[src/rtl/barrett_reduction_scheduler.sv]
// Round-robin arbiter in front of one shared multi-cycle Barrett reducer (x mod Q).
// Optional macro BARRETT_RANGE_CHECK_EN adds resp_err for operands at or above Q*Q.
module barrett_reduction_scheduler #(
  parameter int unsigned     Q       = 32'd65537,
  parameter int unsigned     K       = $clog2(Q),
  parameter longint unsigned MU      = (64'd1 << (32'd2 * K)) / Q,
  parameter int unsigned     NUM_REQ = 32'd4,
  parameter int unsigned     ID_W    = (NUM_REQ > 32'd1) ? $clog2(NUM_REQ) : 32'd1
) (
  input  logic                   clock,
  input  logic                   reset,
  input  logic [NUM_REQ-1:0]     req_valid,
  input  logic [NUM_REQ*2*K-1:0] req_x,
  output logic [NUM_REQ-1:0]     req_ready,
  output logic                   resp_valid,
  input  logic                   resp_ready,
  output logic [K-1:0]           resp_y,
  output logic [ID_W-1:0]        resp_id,
  output logic                   busy
`ifdef BARRETT_RANGE_CHECK_EN
  ,
  output logic                   resp_err
`endif
);

  localparam int unsigned X_W  = 32'd2 * K;
  localparam int unsigned MU_W = $clog2(MU + 64'd1);
  localparam int unsigned M_W  = X_W + MU_W;
  localparam int unsigned P_W  = MU_W + K;
  localparam int unsigned D_W  = (P_W > X_W) ? P_W : X_W;
  localparam int unsigned R_W  = K + 32'd2;

  localparam logic [MU_W-1:0] MU_C = MU_W'(MU);
  localparam logic [K-1:0]    Q_C  = K'(Q);
  localparam logic [R_W-1:0]  Q1_C = R_W'(Q);
  localparam logic [R_W-1:0]  Q2_C = R_W'(64'(Q) * 64'd2);

  typedef enum logic [2:0] {
    IDLE = 3'd0,
    MUL1 = 3'd1,
    MUL2 = 3'd2,
    SUB  = 3'd3,
    CORR = 3'd4,
    DONE = 3'd5
  } state_t;

  state_t              state_r;
  state_t              state_nx_s;
  logic [ID_W-1:0]     ptr_r;
  logic [X_W-1:0]      x_r;
  logic [ID_W-1:0]     id_r;
  logic [M_W-1:0]      m_r;
  logic [P_W-1:0]      p_r;
  logic [R_W-1:0]      r_r;
  logic [K-1:0]        resp_y_r;
  logic [ID_W-1:0]     resp_id_r;
  logic                resp_valid_r;
  logic                busy_r;
  logic [ID_W:0]       pick_s;
  logic                grant_found_s;
  logic [ID_W-1:0]     grant_s;
  logic [X_W-1:0]      x_sel_s;
  logic [MU_W-1:0]     t_s;

  // First valid requester after ptr, with wrap-around; MSB flags a hit.
  function automatic logic [ID_W:0] rr_pick(input logic [NUM_REQ-1:0] valid,
                                            input logic [ID_W-1:0]    ptr);
    logic [ID_W:0]   pick;
    logic [ID_W-1:0] idx;
    pick = '0;
    idx  = ptr;
    for (int unsigned off = 0; off < NUM_REQ; off++) begin
      idx  = (idx == ID_W'(NUM_REQ - 32'd1)) ? '0 : idx + ID_W'(32'd1);
      pick = (!pick[ID_W] && valid[idx]) ? {1'b1, idx} : pick;
    end
    return pick;
  endfunction

  // r is known to lie in [0, 3Q), so at most one subtraction of Q or 2Q is needed.
  function automatic logic [K-1:0] corr_fn(input logic [R_W-1:0] r);
    logic [R_W-1:0] v;
    if (r >= Q2_C) begin
      v = r - Q2_C;
    end else if (r >= Q1_C) begin
      v = r - Q1_C;
    end else begin
      v = r;
    end
    return K'(v);
  endfunction

  assign pick_s        = rr_pick(req_valid, ptr_r);
  assign grant_found_s = pick_s[ID_W] & ~reset & (state_r == IDLE);
  assign grant_s       = pick_s[ID_W-1:0];
  assign t_s           = MU_W'(m_r >> X_W);

  // Operand mux for the granted requester.
  always_comb begin
    x_sel_s = '0;
    for (int unsigned i = 0; i < NUM_REQ; i++) begin
      x_sel_s = x_sel_s | (req_x[i*X_W +: X_W] & {X_W{grant_s == ID_W'(i)}});
    end
  end

  // One-hot accept, only while idle and out of reset.
  always_comb begin
    req_ready = '0;
    if (grant_found_s) begin
      req_ready[grant_s] = 1'b1;
    end else begin
      req_ready = '0;
    end
  end

  // Next-state sequencing of the reduction.
  always_comb begin
    state_nx_s = state_r;
    case (state_r)
      IDLE: begin
        if (grant_found_s) begin
          state_nx_s = MUL1;
        end else begin
          state_nx_s = IDLE;
        end
      end
      MUL1: state_nx_s = MUL2;
      MUL2: state_nx_s = SUB;
      SUB:  state_nx_s = CORR;
      CORR: state_nx_s = DONE;
      DONE: begin
        if (resp_ready) begin
          state_nx_s = IDLE;
        end else begin
          state_nx_s = DONE;
        end
      end
      default: state_nx_s = IDLE;
    endcase
  end

  // State register plus status flags registered from the next state.
  always_ff @(posedge clock or posedge reset) begin
    if (reset) begin
      state_r      <= IDLE;
      busy_r       <= 1'b0;
      resp_valid_r <= 1'b0;
    end else begin
      state_r      <= state_nx_s;
      busy_r       <= (state_nx_s != IDLE);
      resp_valid_r <= (state_nx_s == DONE);
    end
  end

  // Arbitration pointer and reduction datapath, one step per state.
  always_ff @(posedge clock or posedge reset) begin
    if (reset) begin
      ptr_r     <= ID_W'(NUM_REQ - 32'd1);
      x_r       <= '0;
      id_r      <= '0;
      m_r       <= '0;
      p_r       <= '0;
      r_r       <= '0;
      resp_y_r  <= '0;
      resp_id_r <= '0;
    end else begin
      case (state_r)
        IDLE: begin
          if (grant_found_s) begin
            x_r   <= x_sel_s;
            id_r  <= grant_s;
            ptr_r <= grant_s;
          end
        end
        MUL1: m_r <= M_W'(x_r) * M_W'(MU_C);
        MUL2: p_r <= P_W'(t_s) * P_W'(Q_C);
        // The quotient estimate never exceeds x/Q, so the difference is non-negative.
        SUB:  r_r <= R_W'(D_W'(x_r) - D_W'(p_r));
        CORR: begin
          resp_y_r  <= corr_fn(r_r);
          resp_id_r <= id_r;
        end
        DONE: begin
        end
        default: begin
        end
      endcase
    end
  end

`ifdef BARRETT_RANGE_CHECK_EN
  localparam int unsigned   XE_W = X_W + 32'd1;
  localparam logic [X_W:0]  QQ_C = XE_W'(64'(Q) * 64'(Q));

  logic resp_err_r;

  // Domain flag, registered alongside the residue.
  always_ff @(posedge clock or posedge reset) begin
    if (reset) begin
      resp_err_r <= 1'b0;
    end else if (state_r == CORR) begin
      resp_err_r <= ({1'b0, x_r} >= QQ_C);
    end
  end

  assign resp_err = resp_err_r;
`endif

  assign resp_valid = resp_valid_r;
  assign resp_y     = resp_y_r;
  assign resp_id    = resp_id_r;
  assign busy       = busy_r;

endmodule

[config.mk]
export PLATFORM = sky130hd
export DESIGN_NAME = barrett_reduction_scheduler
export DESIGN_NICKNAME = d
export VERILOG_FILES = /design/src/rtl/barrett_reduction_scheduler.sv
export SDC_FILE = /design/constraint.sdc
export NUM_CORES = 1
export LEC_CHECK = 0
export ABC_AREA = 1
export BUFFER_PORTS_ARGS = -buffer_cell sky130_fd_sc_hd__buf_2
export CAP_MARGIN = 40
export CORE_ASPECT_RATIO = 0.75
export CORE_UTILIZATION = 35
export DETAILED_ROUTE_END_ITERATION = 7
export GPL_ROUTABILITY_DRIVEN = 1
export GPL_TIMING_DRIVEN = 0
export PLACE_DENSITY = 0.56
export REMOVE_ABC_BUFFERS = 1
export SLEW_MARGIN = 20
export SYNTH_ARGS = -nofsm -noshare
export SYNTH_HDL_FRONTEND = slang
export SYNTH_SLANG_ARGS = --single-unit
[constraint.sdc]
create_clock -name clock -period 6.86 [get_ports clock]
set_input_delay 0.686 -clock clock [delete_from_list [all_inputs] [get_ports clock]]
set_output_delay 0.686 -clock clock [all_outputs]
set_load 0.005 [all_outputs]
* Word level (Yosys, flattened, before mapping)
Cells that the tools add are included.
W data, S select, Z words.
** Storage, ports and cells
- Flip-flop bits (word level) :: 150
- Bits of input ports :: 143
- Output and inout port bits :: 25
- Word-level logic and storage cells :: 86
** Cells by class
- Add/sub/neg operators :: 7
- $mul :: 2
- Magnitude comparators :: 8
- Eq/ne operators :: 13
- Muxes and demuxes :: 24
- Bitwise operators :: 10
- Reduce and logical (&&, ||, !) cells :: 11
** Operators with widths (number)
- $and A34 B34 Y34 :: 4
- $or A34 B34 Y34 :: 3
- $mul A34 B16 Y50 const B :: 1
- $mux W17 :: 2
- $ge A19 B17 Y1 const B :: 1
- $ge A19 B18 Y1 const B :: 1
- $mul A18 B17 Y19 const B :: 1
- $sub A19 B19 Y19 :: 1
- $pmux W3 S6 :: 1
- $sub A17 B17 Y17 const B :: 1
- $sub A17 B2 Y17 const B :: 1
- $lt A2 B3 Y1 const B :: 5
- $mux W3 :: 5
- $eq A2 B2 Y1 const B :: 6
- $eq A3 B3 Y1 const B :: 3
- $add A2 B1 Y2 const B :: 4
- $bmux W1 S2 :: 4
- $mux W2 :: 4
- $eq A3 B2 Y1 const B :: 2
- $mux W1 :: 6
- $logic_and A1 B1 Y1 :: 4
- $mux W4 :: 1
- $eq A3 B1 Y1 const B :: 1
- $logic_not A1 Y1 :: 3
- other kinds (9) :: 10

* Longest topological paths before layout
- Depth in word-level cells :: 19
- Mapped depth :: 26
- Gate-level depth less buffers :: 26

* Least setup slack after synthesis
Ideal clock, no wire load.
- Kind :: register -> register
- Start :: reg x_r[23]
- End :: reg m_r[49]
- Setup time :: 0.118 ns
- Arrival time :: 5.295 ns
- Data required time :: 6.742 ns
- Slack :: 1.448 ns
- Stages on the path, launching flop included :: 24
- Path buffers :: 0
- Clock period less this slack :: 5.412 ns
- Path through :: dfrtp_1 -> inv_1 -> fa_1 -> inv_1 -> fa_1 -> inv_1 -> fa_1 -> inv_1 -> fa_1 -> fa_1 -> inv_1 -> fa_1 -> inv_1 -> ha_1 -> nand2_1 -> inv_1 -> nand2_1 -> inv_1 -> a21boi_0 -> nor2_1 -> nor2_1 -> nand4_1 -> nand3_1 -> nand2_1
** On the way
- Longest elaborated chain between the ends :: 1
** RTL lines
- start, declared :: line 50 : logic [X_W-1:0] x_r;
- start signal, assigned :: line 169 : x_r <= x_sel_s;
- $mul A34 B16 Y50 :: line 174 : MUL1: m_r <= M_W'(x_r) * M_W'(MU_C);
- end signal, assigned :: line 174
- end, declared :: line 52 : logic [M_W-1:0] m_r;
Every way passes these cells.
A chain may end at the register's enable or synchronous reset.

* Worst setup path after layout
- Start :: reg x_r[11]
- End :: reg m_r[41]
Same word-level chain as after synthesis.

==> metrics.md <==
| Metric | Value |
|---|---|
| Post-synth EDFFs | `0` |
| Part of the Yosys area used for sequential elements | `0.157` |
| Detailed Routing Iterations Pass 1 | `6` |
| Clock Skew | `13.0 ps` |
| Flops & latches, synth | `~120` |
| DRT iter0 DRCs | `between 1000 and 1500` |
| Full die area | `54600 um^2` |
| PortBufs | `roughly 170` |
| WS Path Type | `reg2reg` |
| Vias in the first global route | `between 15000 and 20000` |
| Initial Utilization | `0.355` |
| Slew at the pin closest to its max-slew limit | `~800 ps` |
| # IOs | `between 150 and 200` |
| Global-route wire length before repair | `about 90000 um` |
| DIE WIDTH | `about 270 um` |
| Final #Nets | `around 3100` |
| Fin crit period | `approximately 6400 ps` |
| Vias/cell | `roughly 4.9` |
| Crit path launch type | `register` |
| Post-synth top flop | `dfrtp_1` |
| CP top delay family | `adder cells` |
| Register area | `between 2000 and 3000 um^2` |
| Crit share post-route | `0.939` |
| Routed WL per cell | `16.9 um` |
| RSZ-0062 raised after global routing | `false` |
| Synth top area cells | `fa_1 (30%), dfrtp_1 (15%), inv_1 (11%)` |
| Routed Antenna Nets | `0` |
| Commonest non-fill, non-tap cell in the layout | `inv_1` |
| Yosys top cell by area | `fa_1` |
| Initial antenna violation count | `1` |
| Gr usage total | `0.217` |
| Synth warnings | `0` |
| Clock Latency Late Sink | `~460 ps` |
| Max Cap Viol | `0` |
| Clock buffer count from CTS | `17` |
| H-tree lvl count | `4` |
| CTS Root Cell | `clkbuf_16` |
| Core Util, Final | `0.396` |
| Layout cells sized above 1 | `0.0936` |
| Antenna Cells | `0` |
| Slowest CP cell | `fa_1` |
| Pin count of the biggest net entering global routing | `73` |
| Core Region | `between 50000 and 60000 um^2` |
| Row count | `73` |
| Worst hold path type | `in2async` |
| # setup viols final | `0` |
| Worst EP arrival | `roughly 6800 ps` |
| Unique cell type count in the Yosys netlist | `43` |
| CTS tree | `built` |
| Worst stage delay on the critical path | `between 600 and 700 ps` |
| Multi-input logic area | `approximately 13000 um^2` |
| CTS sink cnt | `between 100 and 150` |
| Final wirelength | `55800 um` |
| Crit-path max FO | `4` |
| HPWL after detailed placement | `~50000 um` |
| Worst Path Buf+Inv | `6` |
| Syn Area/Cell | `between 7 and 8 um^2` |
| Most frequent cells in the layout | `inv_1 (535), nand2_1 (415), fa_1 (281)` |
| Total Negative Setup Slacks | `0 ps` |
| Synth top area share | `0.300` |
| Max clock buf depth | `2` |
| Mapped Cells | `roughly 2400` |
| DRC | `0` |
| Asr flop ratio synth | `1.00` |
| Fill count | `approximately 5600` |
| Clk pin slew, worst setup/hold paths | `60 ps` |
| Die Height | `between 200 and 250 um` |
| Critical path required time | `7200 ps` |
| Fin. max-slew vios | `0` |
| Mapped cell area | `~19000 um^2` |
| Area growth, synth to finish | `11.7%` |
| Hold violation count in the final report | `0` |
| Outcome | `complete, no violations` |
| Via count | `16100` |
| Slew headroom | `0.457` |
| Element type at the critical path end | `register` |
| GPL Wtd Cong | `between 0.9 and 1` |
| FMAX | `155 MHz` |
| Remaining Overflow, GRT | `0` |
| Critical-path cell list | `inv_1, fa_1, inv_1, fa_1, inv_1, fa_1, inv_1, fa_1, fa_1, inv_1, fa_1, inv_1, ha_1, a21oi_1, o21ai_0, a21oi_1, a21boi_0, o21ai_0, nand3_1, nand3_1, nand2_1` |
==> stage by stage <==
step | area, um^2 | instances | worst slack, ps | hold slack (ps)
finish | 21000 | 3298 | 419 | 160
global route | 21000 | 3298 | 9.51 | 162
CTS | 21000 | 3298 | 415 | 142
detailed placement | 20400 | 3266 | 442 | 466
global placement | 20200 | 3254 | 397 | 462
floorplan | 18400 | 2375 | 1430 | 446
==> kinds of logic (layout without fill, tap and decap cells) <==
logic type	after synthesis	after routing	synth area share
simple gates	980	980	0.224
buf+inv	604	752	0.127
fa+ha+maj	422	422	0.393
compound gates	270	270	0.0785
flops	118	118	0.157
xor+xnor	44	44	0.0205
==> registers in the layout, indices dropped and copies added (netlist names) <==
signal / cells
m_r: 18
resp_valid: 1
p_r: 19
r_r: 19
ptr_r: 2
busy: 1
resp_y: 17
id_r: 2
state_r: 3
resp_id: 2
x_r: 34
==> worst register-to-register path, stage by stage (launching register included) <==
cell,delay (ps)
dfrtp_1,580
inv_1,200
fa_1,620
inv_1,110
fa_1,610
inv_1,100
fa_1,530
inv_1,50
fa_1,470
fa_1,540
inv_1,50
fa_1,540
inv_1,50
ha_1,330
a21oi_1,190
o21ai_0,230
a21oi_1,340
a21boi_0,170
o21ai_0,350
nand3_1,110
nand3_1,100
nand2_1,60
==> routing by layer <==
metal	share of wire	wire, um	up-vias	global-route usage
met1	0.52	29100	7824	0.336
met4	0.0094	524	0	0.0361
met3	0.052	2890	31	0.0295
met2	0.42	23300	413	0.325
li1	-	-	7860	-
met5	0	0	-	0
==> area by class of cell <==
| class | instances | share of cell area |
|---|---|---|
| clock inverter | 14 | 0.00793 |
| clock buffer | 18 | 0.0205 |
| timing repair buffer | 179 | 0.0486 |
| multi-input combinational | 1716 | 0.642 |
| inverter | 541 | 0.0971 |
| sequential | 118 | 0.141 |
| tap | 712 | 0.0425 |
==> synthesized netlist by cell type (26+ instances only) <==
| library cell | number |
|---|---|
| inv_1 | 537 |
| nand2_1 | 415 |
| fa_1 | 281 |
| nor2_1 | 264 |
| nand3_1 | 176 |
| ha_1 | 141 |
| dfrtp_1 | 116 |
| o21ai_0 | 113 |
| a21oi_1 | 89 |
| nand4_1 | 74 |
| xor2_1 | 35 |
| nor3_1 | 26 |
==> timing repair <==
item | in CTS | in global routing
buffers inserted | 0 | 0
hold buffers | 0 | 0
hold endpoints to repair | 0 | 0
gates resized for setup | 0 | 2
setup endpoints to repair | 0 | 1
==> worst paths after layout <==
path                         start         end  slack (ps)  cells past startpoint
setup reg to reg           x_r[11]     m_r[41]         420                     21
setup / recovery           x_r[11]     m_r[41]         420                     21
hold reg to reg            m_r[49]     p_r[15]         470                      2
min in group clock         m_r[49]     p_r[15]         470                      2
max in group asynchronous    reset    ptr_r[0]        5830                      4
hold / removal               reset  resp_valid         160                      2
Power is left out: the tool's default activity adds up to more than one toggle a clock period on the data nets, which glitch-free logic cannot reach.
